File: src/rtl/voice_rom_scheduler_if.sv
`default_nettype none
// ============================================================================
// Module   : voice_rom_scheduler_if
// Purpose  : Bundles the voice-configuration, shared-ROM and mixed-sample
//            signals of voice_rom_scheduler into one connection.
// Ports    : sample_tick_in / voice_* config write / overrun_clr_in (to the
//            scheduler); rom_addr_out / rom_data_in (shared ROM);
//            sample_out / sample_valid_out / busy_out / active_count_out /
//            overrun_out (status and audio to the PWM stage).
//            slave  - seen from the scheduler
//            master - seen from the surrounding system (ROM, note logic, PWM)
// Revision : 1.0 - initial release
// ============================================================================
interface voice_rom_scheduler_if #(
  parameter int PHASE_WIDTH    = 24,
  parameter int ROM_ADDR_WIDTH = 8
);
  logic                      sample_tick_in;
  logic                      voice_load_in;
  logic [2:0]                voice_idx_in;
  logic                      voice_enable_in;
  logic [PHASE_WIDTH-1:0]    phase_inc_in;
  logic [7:0]                voice_gain_in;
  logic [ROM_ADDR_WIDTH-1:0] rom_addr_out;
  logic [7:0]                rom_data_in;
  logic [15:0]               sample_out;
  logic                      sample_valid_out;
  logic                      busy_out;
  logic [2:0]                active_count_out;
  logic                      overrun_out;
  logic                      overrun_clr_in;

  modport slave (
    input  sample_tick_in, voice_load_in, voice_idx_in, voice_enable_in,
           phase_inc_in, voice_gain_in, rom_data_in, overrun_clr_in,
    output rom_addr_out, sample_out, sample_valid_out, busy_out,
           active_count_out, overrun_out
  );

  modport master (
    output sample_tick_in, voice_load_in, voice_idx_in, voice_enable_in,
           phase_inc_in, voice_gain_in, rom_data_in, overrun_clr_in,
    input  rom_addr_out, sample_out, sample_valid_out, busy_out,
           active_count_out, overrun_out
  );
endinterface
`default_nettype wire

File: src/rtl/voice_rom_scheduler.sv
`default_nettype none
// ============================================================================
// Module   : voice_rom_scheduler
// Purpose  : Time-shares one waveform ROM among NUM_VOICES voices. Each sample
//            tick snapshots the voice configuration, walks the slots in order
//            issuing one ROM read per enabled voice, scales each returned
//            sample by the voice gain, sums, saturates and emits one 16-bit
//            sample.
// Ports    : clk_in    - system clock
//            rst_n_in  - asynchronous active-low reset
//            bus       - voice_rom_scheduler_if.slave (config writes, ROM
//                        address/data, mixed sample, busy/count/overrun)
// Revision : 1.0 - initial release
// ============================================================================
module voice_rom_scheduler #(
  parameter int NUM_VOICES     = 5,
  parameter int PHASE_WIDTH    = 24,
  parameter int ROM_ADDR_WIDTH = 8,
  parameter int ROM_LATENCY    = 2
) (
  input  logic                 clk_in,
  input  logic                 rst_n_in,
  voice_rom_scheduler_if.slave bus
);

  localparam int IDX_W = 3;

  localparam logic [1:0] S_IDLE   = 2'd0;
  localparam logic [1:0] S_ISSUE  = 2'd1;
  localparam logic [1:0] S_DRAIN  = 2'd2;
  localparam logic [1:0] S_OUTPUT = 2'd3;

  logic [1:0]       state;
  logic [1:0]       state_next;
  logic [IDX_W-1:0] cnt;           // slot index in ISSUE, drain cycle in DRAIN
  logic             slot_last;
  logic             drain_last;

  // FSM decoded controls
  logic start;
  logic issuing;
  logic drain_done;
  logic busy;
  logic valid;

  // Live configuration written by the note logic
  logic                   cfg_en   [NUM_VOICES];
  logic [PHASE_WIDTH-1:0] cfg_inc  [NUM_VOICES];
  logic [7:0]             cfg_gain [NUM_VOICES];
  // Snapshot used for the period in progress
  logic                   sh_en    [NUM_VOICES];
  logic [PHASE_WIDTH-1:0] sh_inc   [NUM_VOICES];
  logic [7:0]             sh_gain  [NUM_VOICES];
  logic [PHASE_WIDTH-1:0] phase    [NUM_VOICES];

  logic                  write_ok;
  logic [NUM_VOICES-1:0] wr_hit;
  logic [IDX_W-1:0]      en_count;

  logic                      cur_en;
  logic [7:0]                cur_gain;
  logic [PHASE_WIDTH-1:0]    cur_phase;
  logic                      issue_en;
  logic [ROM_ADDR_WIDTH-1:0] rom_addr;
  logic [ROM_ADDR_WIDTH-1:0] addr_hold;

  // Tag pipe travels alongside the ROM read so gain meets its data
  logic       tag_valid [ROM_LATENCY];
  logic [7:0] tag_gain  [ROM_LATENCY];

  logic signed [16:0] prod;
  logic signed [18:0] acc;
  logic signed [18:0] acc_sum;
  logic        [15:0] sat_sum;
  logic        [15:0] sample_reg;
  logic        [IDX_W-1:0] active_count;
  logic               overrun;

  assign slot_last  = (cnt == IDX_W'(NUM_VOICES - 1));
  assign drain_last = (cnt == IDX_W'(ROM_LATENCY - 1));

  // --------------------------------------------------------------------------
  // FSM: state register / next state / outputs
  // --------------------------------------------------------------------------
  always_ff @(posedge clk_in or negedge rst_n_in) begin
    if (!rst_n_in) begin
      state <= S_IDLE;
    end else begin
      state <= state_next;
    end
  end

  always_comb begin
    state_next = state;
    case (state)
      S_IDLE:   if (bus.sample_tick_in) state_next = S_ISSUE;
      S_ISSUE:  if (slot_last)          state_next = S_DRAIN;
      S_DRAIN:  if (drain_last)         state_next = S_OUTPUT;
      S_OUTPUT:                         state_next = S_IDLE;
      default:                          state_next = S_IDLE;
    endcase
  end

  always_comb begin
    start      = (state == S_IDLE) && bus.sample_tick_in;
    issuing    = (state == S_ISSUE);
    drain_done = (state == S_DRAIN) && drain_last;
    busy       = (state == S_ISSUE) || (state == S_DRAIN);
    valid      = (state == S_OUTPUT);
  end

  // Counter restarts on every state change, so it is the slot index in
  // ISSUE and the elapsed drain cycles in DRAIN.
  always_ff @(posedge clk_in or negedge rst_n_in) begin
    if (!rst_n_in) begin
      cnt <= '0;
    end else if (state_next != state) begin
      cnt <= '0;
    end else begin
      cnt <= cnt + 1'b1;
    end
  end

  // --------------------------------------------------------------------------
  // Configuration registers and per-period snapshot
  // --------------------------------------------------------------------------
  assign write_ok = bus.voice_load_in && (bus.voice_idx_in < IDX_W'(NUM_VOICES));

  always_comb begin
    en_count = '0;
    for (int v = 0; v < NUM_VOICES; v++) begin
      wr_hit[v] = write_ok && (bus.voice_idx_in == IDX_W'(v));
      en_count  = en_count + {{(IDX_W-1){1'b0}}, cfg_en[v]};
    end
  end

  always_ff @(posedge clk_in or negedge rst_n_in) begin
    if (!rst_n_in) begin
      for (int v = 0; v < NUM_VOICES; v++) begin
        cfg_en[v]   <= 1'b0;
        cfg_inc[v]  <= '0;
        cfg_gain[v] <= '0;
      end
    end else begin
      for (int v = 0; v < NUM_VOICES; v++) begin
        if (wr_hit[v]) begin
          cfg_en[v]   <= bus.voice_enable_in;
          cfg_inc[v]  <= bus.phase_inc_in;
          cfg_gain[v] <= bus.voice_gain_in;
        end
      end
    end
  end

  // The snapshot reads the registers before a coincident write lands, so a
  // write in the tick cycle only affects the following period.
  always_ff @(posedge clk_in or negedge rst_n_in) begin
    if (!rst_n_in) begin
      for (int v = 0; v < NUM_VOICES; v++) begin
        sh_en[v]   <= 1'b0;
        sh_inc[v]  <= '0;
        sh_gain[v] <= '0;
      end
      active_count <= '0;
    end else if (start) begin
      for (int v = 0; v < NUM_VOICES; v++) begin
        sh_en[v]   <= cfg_en[v];
        sh_inc[v]  <= cfg_inc[v];
        sh_gain[v] <= cfg_gain[v];
      end
      active_count <= en_count;
    end
  end

  // --------------------------------------------------------------------------
  // Phase accumulators and ROM address
  // --------------------------------------------------------------------------
  assign cur_en    = sh_en[cnt];
  assign cur_gain  = sh_gain[cnt];
  assign cur_phase = phase[cnt];
  assign issue_en  = issuing && cur_en;
  assign rom_addr  = issue_en ? cur_phase[PHASE_WIDTH-1 -: ROM_ADDR_WIDTH] : addr_hold;

  // A newly enabled voice restarts from phase 0; that takes priority over
  // an advance landing in the same cycle.
  always_ff @(posedge clk_in or negedge rst_n_in) begin
    if (!rst_n_in) begin
      for (int v = 0; v < NUM_VOICES; v++) begin
        phase[v] <= '0;
      end
    end else begin
      for (int v = 0; v < NUM_VOICES; v++) begin
        if (wr_hit[v] && bus.voice_enable_in && !cfg_en[v]) begin
          phase[v] <= '0;
        end else if (issue_en && (cnt == IDX_W'(v))) begin
          phase[v] <= phase[v] + sh_inc[v];
        end
      end
    end
  end

  always_ff @(posedge clk_in or negedge rst_n_in) begin
    if (!rst_n_in) begin
      addr_hold <= '0;
    end else begin
      addr_hold <= rom_addr;
    end
  end

  // --------------------------------------------------------------------------
  // Tag pipe, multiply-accumulate, saturation
  // --------------------------------------------------------------------------
  always_ff @(posedge clk_in or negedge rst_n_in) begin
    if (!rst_n_in) begin
      for (int i = 0; i < ROM_LATENCY; i++) begin
        tag_valid[i] <= 1'b0;
        tag_gain[i]  <= '0;
      end
    end else begin
      tag_valid[0] <= issue_en;
      tag_gain[0]  <= cur_gain;
      for (int i = 1; i < ROM_LATENCY; i++) begin
        tag_valid[i] <= tag_valid[i-1];
        tag_gain[i]  <= tag_gain[i-1];
      end
    end
  end

  // signed 8-bit sample times unsigned 8-bit gain, both widened to 17 bits
  assign prod = $signed({{9{bus.rom_data_in[7]}}, bus.rom_data_in})
              * $signed({9'b0, tag_gain[ROM_LATENCY-1]});

  assign acc_sum = tag_valid[ROM_LATENCY-1] ? (acc + {{2{prod[16]}}, prod}) : acc;

  always_comb begin
    if (acc_sum > 19'sd32767) begin
      sat_sum = 16'h7FFF;
    end else if (acc_sum < -19'sd32768) begin
      sat_sum = 16'h8000;
    end else begin
      sat_sum = acc_sum[15:0];
    end
  end

  // The last product exits the pipe in the final drain cycle, so the output
  // register is loaded from acc_sum rather than acc to meet the OUTPUT cycle.
  always_ff @(posedge clk_in or negedge rst_n_in) begin
    if (!rst_n_in) begin
      acc        <= '0;
      sample_reg <= '0;
    end else begin
      acc <= start ? '0 : acc_sum;
      if (drain_done) begin
        sample_reg <= sat_sum;
      end
    end
  end

  // Set has priority over clear.
  always_ff @(posedge clk_in or negedge rst_n_in) begin
    if (!rst_n_in) begin
      overrun <= 1'b0;
    end else if (bus.sample_tick_in && (state != S_IDLE)) begin
      overrun <= 1'b1;
    end else if (bus.overrun_clr_in) begin
      overrun <= 1'b0;
    end
  end

  assign bus.rom_addr_out     = rom_addr;
  assign bus.sample_out       = sample_reg;
  assign bus.sample_valid_out = valid;
  assign bus.busy_out         = busy;
  assign bus.active_count_out = active_count;
  assign bus.overrun_out      = overrun;

endmodule
`default_nettype wire

File: src/flat_wrapper.sv
// flat-port wrapper written by rule: the top's interface ports become plain ports
module voice_rom_scheduler_flat 
#(
  parameter int NUM_VOICES     = 5,
  parameter int PHASE_WIDTH    = 24,
  parameter int ROM_ADDR_WIDTH = 8,
  parameter int ROM_LATENCY    = 2
)
  (clk_in, rst_n_in, bus_sample_tick_in, bus_voice_load_in, bus_voice_idx_in, bus_voice_enable_in, bus_phase_inc_in, bus_voice_gain_in, bus_rom_data_in, bus_overrun_clr_in, bus_rom_addr_out, bus_sample_out, bus_sample_valid_out, bus_busy_out, bus_active_count_out, bus_overrun_out);
  voice_rom_scheduler_if #(.PHASE_WIDTH(PHASE_WIDTH), .ROM_ADDR_WIDTH(ROM_ADDR_WIDTH)) bus_i ();
  input  logic clk_in;
  input  logic rst_n_in;
  input wire logic [$bits(bus_i.sample_tick_in)-1:0] bus_sample_tick_in;
  input wire logic [$bits(bus_i.voice_load_in)-1:0] bus_voice_load_in;
  input wire logic [$bits(bus_i.voice_idx_in)-1:0] bus_voice_idx_in;
  input wire logic [$bits(bus_i.voice_enable_in)-1:0] bus_voice_enable_in;
  input wire logic [$bits(bus_i.phase_inc_in)-1:0] bus_phase_inc_in;
  input wire logic [$bits(bus_i.voice_gain_in)-1:0] bus_voice_gain_in;
  input wire logic [$bits(bus_i.rom_data_in)-1:0] bus_rom_data_in;
  input wire logic [$bits(bus_i.overrun_clr_in)-1:0] bus_overrun_clr_in;
  output wire logic [$bits(bus_i.rom_addr_out)-1:0] bus_rom_addr_out;
  output wire logic [$bits(bus_i.sample_out)-1:0] bus_sample_out;
  output wire logic [$bits(bus_i.sample_valid_out)-1:0] bus_sample_valid_out;
  output wire logic [$bits(bus_i.busy_out)-1:0] bus_busy_out;
  output wire logic [$bits(bus_i.active_count_out)-1:0] bus_active_count_out;
  output wire logic [$bits(bus_i.overrun_out)-1:0] bus_overrun_out;
  assign bus_i.sample_tick_in = bus_sample_tick_in;
  assign bus_i.voice_load_in = bus_voice_load_in;
  assign bus_i.voice_idx_in = bus_voice_idx_in;
  assign bus_i.voice_enable_in = bus_voice_enable_in;
  assign bus_i.phase_inc_in = bus_phase_inc_in;
  assign bus_i.voice_gain_in = bus_voice_gain_in;
  assign bus_i.rom_data_in = bus_rom_data_in;
  assign bus_i.overrun_clr_in = bus_overrun_clr_in;
  assign bus_rom_addr_out = bus_i.rom_addr_out;
  assign bus_sample_out = bus_i.sample_out;
  assign bus_sample_valid_out = bus_i.sample_valid_out;
  assign bus_busy_out = bus_i.busy_out;
  assign bus_active_count_out = bus_i.active_count_out;
  assign bus_overrun_out = bus_i.overrun_out;
  voice_rom_scheduler #(.NUM_VOICES(NUM_VOICES), .PHASE_WIDTH(PHASE_WIDTH), .ROM_ADDR_WIDTH(ROM_ADDR_WIDTH), .ROM_LATENCY(ROM_LATENCY)) u_core (.clk_in(clk_in), .rst_n_in(rst_n_in), .bus(bus_i));
endmodule
File: config.mk
export PLATFORM = sky130hd
export DESIGN_NAME = voice_rom_scheduler_flat
export DESIGN_NICKNAME = d
export VERILOG_FILES = /design/src/rtl/voice_rom_scheduler_if.sv /design/src/rtl/voice_rom_scheduler.sv /design/src/flat_wrapper.sv
export SDC_FILE = /design/constraint.sdc
export NUM_CORES = 1
export LEC_CHECK = 0
export ABC_AREA = 0
export BUFFER_PORTS_ARGS = -buffer_cell sky130_fd_sc_hd__buf_4
export CAP_MARGIN = 20
export CORE_ASPECT_RATIO = 0.5
export CORE_MARGIN = 2
export CORE_UTILIZATION = 40
export DETAILED_ROUTE_END_ITERATION = 12
export HOLD_SLACK_MARGIN = 0.05
export PLACE_DENSITY_LB_ADDON = 0.2
export RECOVER_POWER = 100
export SYNTH_ARGS = -nofsm -noshare
export SYNTH_HDL_FRONTEND = slang
export SYNTH_SLANG_ARGS = --single-unit
export TNS_END_PERCENT = 1
File: constraint.sdc
create_clock -name clk_in -period 8.4 [get_ports clk_in]
set_input_delay 1.26 -clock clk_in [delete_from_list [all_inputs] [get_ports clk_in]]
set_output_delay 1.26 -clock clk_in [all_outputs]
set_load 0.005 [all_outputs]
==> flow_metrics.env <==
export IMPL_outcome="finished, violations left"
export IMPL_violations="capacitance limit, slew limit"
export IMPL_ioPinCount=79
export IMPL_area_delta_synth_final_pct=11.6
export IMPL_max_cap_violations=14
export IMPL_fillers=6638
export IMPL_synth_edf_count=0
export IMPL_syn_area_per_cell_um2=10.0
export IMPL_core_area_mm2=0.0694
export IMPL_drv_slew=607
export IMPL_grt_overflow=0
export IMPL_final_seq_area_mm2=0.0130
export IMPL_cp_data_arrival_time_ns=7.63
export IMPL_clk_pin_slew_ns=0.06
export IMPL_ys_seq_elements=520
export IMPL_place_congestion=0.808
export IMPL_grt_pass1_wl_mm=112
export IMPL_layout_setup_ws_ns=1.22
export IMPL_die_area_mm2=0.0729
export IMPL_dp_hpwl_mm=47.1
export IMPL_syn_num_nets=3099
export IMPL_synth_cells=2817
export IMPL_r2r_end="u_core.sh_inc[14]$_DFFE_PN0P_"
export IMPL_vdd_drop_max_uv=296
export IMPL_antenna_found_initial=4
export IMPL_min_path_type="reg2reg"
export IMPL_ys_warn_count=0
export IMPL_required_ns=8.85
export IMPL_fin_crit_ns=7.18
export IMPL_ctsHoldBuffers=0
export IMPL_start_util_pct=40.7
export IMPL_clock_latency_ns=0.62
export IMPL_pre_cts_slack_ns=0.648
export IMPL_seq_area_frac_synth_pct=46.0
export IMPL_cts_max_level=2
export IMPL_die_w_um=380
export IMPL_finalClockSkew_ns=0.0377
export IMPL_drc=0
export IMPL_reg2reg_depth=6
export IMPL_worst_pin_slew_ns=5.80
export IMPL_synth_async_sr_flop_share_pct=100
export IMPL_grt_max_degree=180
export IMPL_crit_type="in2reg"
export IMPL_hold_depth=0
export IMPL_dr_pass1_iters=5
export IMPL_start_kind="input port"
export IMPL_wl_mm=69.7
export IMPL_routedWlPerCell_um=18.1
export IMPL_cts_resized=0
export IMPL_numPortBuffers=78
export IMPL_hold_violations=0
export IMPL_fin_setup_tns_ns=0
export IMPL_multi_input_area_mm2=0.0144
export IMPL_endpoint_kind="flop"
export IMPL_ys_flop_type="dfrtp_1"
export IMPL_die_h_um=192
export IMPL_grt_setup_unrepaired="false"
export IMPL_grt_pass1_vias=20400
export IMPL_grtUsageTotal_pct=19.4
export IMPL_fmax_mhz=139
export IMPL_cts_root_buffer="clkbuf_16"
export IMPL_cp_max_fo=15
export IMPL_via_count=20100
export IMPL_reg2reg_from="u_core.state[0]$_DFF_PN0_"
export IMPL_cts_tree="built"
export IMPL_post_cts_buffers=0
export IMPL_final_nets=3149
export IMPL_clock_sinks=520
export IMPL_fin_crit_sh_pct=85.5
export IMPL_reg2reg_slack_ns=1.55
export IMPL_cellPowerDensity_mw_per_mm2=437
export IMPL_synth_cell_type_count=83
export IMPL_slew_headroom_pct=-287
export IMPL_clock_path_buffers=3
export IMPL_cts_buffers=51
export IMPL_dr_first_iter_drc_count=1219
export IMPL_via_per_inst=5.21
export IMPL_drive_gt1_share_pct=13.3
export IMPL_synth_area_mm2=0.0283
export IMPL_critPathCapture="u_core.bus.sample_out[0]$_DFFE_PN0P_"
export IMPL_startpoint="bus_rom_data_in[0]"
export IMPL_p_leak_nw=15.2
export IMPL_final_setup_viol_count=0
export IMPL_rows=68
export IMPL_postRouteAntennaNets=0
-- state kept, by name, indices dropped and copies added (netlist names) --
signal and flops:
u_core.cfg_en 5, u_core.sh_inc 120, u_core.sh_gain 40, u_core.acc 19, u_core.cnt 3, u_core.addr_hold 8
u_core.tag_gain 16, u_core.cfg_gain 40, u_core.bus.overrun_out 1, u_core.state 2, u_core.tag_valid 2, u_core.cfg_inc 120
u_core.bus.active_count_out 3, u_core.sh_en 5, u_core.bus.sample_out 16, u_core.phase 120
-- power by group --
group          switching [mW]  internal (mW)  total, mW
clock                    1.04           1.45       2.49
combinational            3.96           3.23       7.19
sequential              0.654           3.46       4.11
total                    5.65           8.14       13.8
-- stage by stage --
| step | total power, mW | utilization, % | cells | cell area (µm²) | hold slack [ns] |
|---|---|---|---|---|---|
| after floorplan | 9.65 | - | 2817 | 28300 | 0.331 |
| after global placement | 11.2 | 43.0 | 3757 | 29900 | 0.333 |
| after detailed placement | 11.4 | 43.0 | 3757 | 29900 | 0.335 |
| after CTS | 13.9 | 45.6 | 3853 | 31700 | 0.348 |
| after global routing | 15.1 | 45.4 | 3856 | 31500 | 0.356 |
| final | 13.8 | 45.4 | 3856 | 31500 | 0.347 |
-- critical path: stages --
cell and delay [ns]:
clkbuf_1 0.23, nand2_1 0.13, fa_1 0.49, fa_1 0.52
inv_1 0.06, fa_1 0.54, inv_1 0.05, fa_1 0.48
inv_1 0.04, ha_1 0.31, inv_1 0.07, o21bai_1 0.07
a21oi_1 0.22, o21bai_1 0.09, a21oi_1 0.20, o21ai_0 0.13
o41ai_1 0.31, xnor2_1 0.13, ha_1 0.35, nand2_1 0.08
o21ai_0 0.32, a211oi_4 0.09, xnor2_1 0.14, mux2_1 0.36
nand3b_1 0.11, a41o_1 0.65, o22ai_1 0.16
-- layer usage --
layer,global-route usage (%),vias up,wire length [µm]
met3,2.55,90,2160
met2,32.2,267,32300
li1,-,9709,-
met5,0,-,13
met1,26.7,10000,33700
met4,5.37,2,1550
-- placed cells by master (no fill, tap or decap), types with 23 or more instances in the layout --
cell,n
a211oi_1,23
a21o_1,54
a21oi_1,174
a22o_1,27
and2_1,45
buf_4,59
clkbuf_1,33
clkbuf_16,52
dfrtp_1,520
fa_1,45
ha_1,188
inv_1,101
mux2_2,163
nand2_1,719
nand3_1,23
nor2_1,131
nor3_1,32
o21ai_0,68
xnor2_1,91
xor2_1,29
-- worst min path at each step --
stage	from	to	slack, ns
finish	u_core.tag_gain[15]$_DFF_PN0_	u_core.tag_gain[7]$_DFF_PN0_	0.35
global route	u_core.tag_gain[12]$_DFF_PN0_	u_core.tag_gain[4]$_DFF_PN0_	0.36
CTS	u_core.tag_gain[12]$_DFF_PN0_	u_core.tag_gain[4]$_DFF_PN0_	0.35
detailed placement	u_core.tag_gain[12]$_DFF_PN0_	u_core.tag_gain[4]$_DFF_PN0_	0.33
global placement	u_core.tag_gain[13]$_DFF_PN0_	u_core.tag_gain[5]$_DFF_PN0_	0.33
floorplan	u_core.tag_gain[8]$_DFF_PN0_	u_core.tag_gain[0]$_DFF_PN0_	0.33
-- area by class of cell --
| class | instances | area share, % |
|---|---|---|
| diodes | 1 | 0.00793 |
| well taps | 945 | 3.75 |
| flip-flops and latches | 520 | 41.3 |
| repair buffers | 105 | 2.33 |
| multi-input cells | 2088 | 45.7 |
| inverters | 101 | 1.20 |
| clock buffers | 70 | 4.69 |
| clock inverters | 26 | 1.07 |
-- cell usage after synthesis, drive strengths merged (19+ instances only) --
master | n | share of area [%]
a211oi | 24 | 0.68
o21ai | 70 | 1.2
fa | 45 | 3.2
xnor2 | 92 | 2.9
a22o | 27 | 0.84
nand2b | 19 | 0.42
ha | 188 | 8.3
dfrtp | 520 | 46
inv | 101 | 1.3
nor3 | 32 | 0.60
clkbuf | 98 | 1.3
nand3 | 23 | 0.41
a21oi | 174 | 3.1
nor2 | 132 | 1.8
mux2 | 165 | 6.6
xor2 | 29 | 0.90
and2 | 49 | 1.1
nand2 | 719 | 9.5
a21o | 54 | 1.4
-- cell families after synthesis --
kind of cell    after synthesis  synth area share, %
simple gates               1052                 15.8
flops                       520                 46.0
xor+xnor                    121                 3.78
compound gates              483                 11.5
buf+inv                     209                 2.86
mux                         199                 8.54
fa+ha+maj                   233                 11.5
Power figures use the tool's default switching activity.
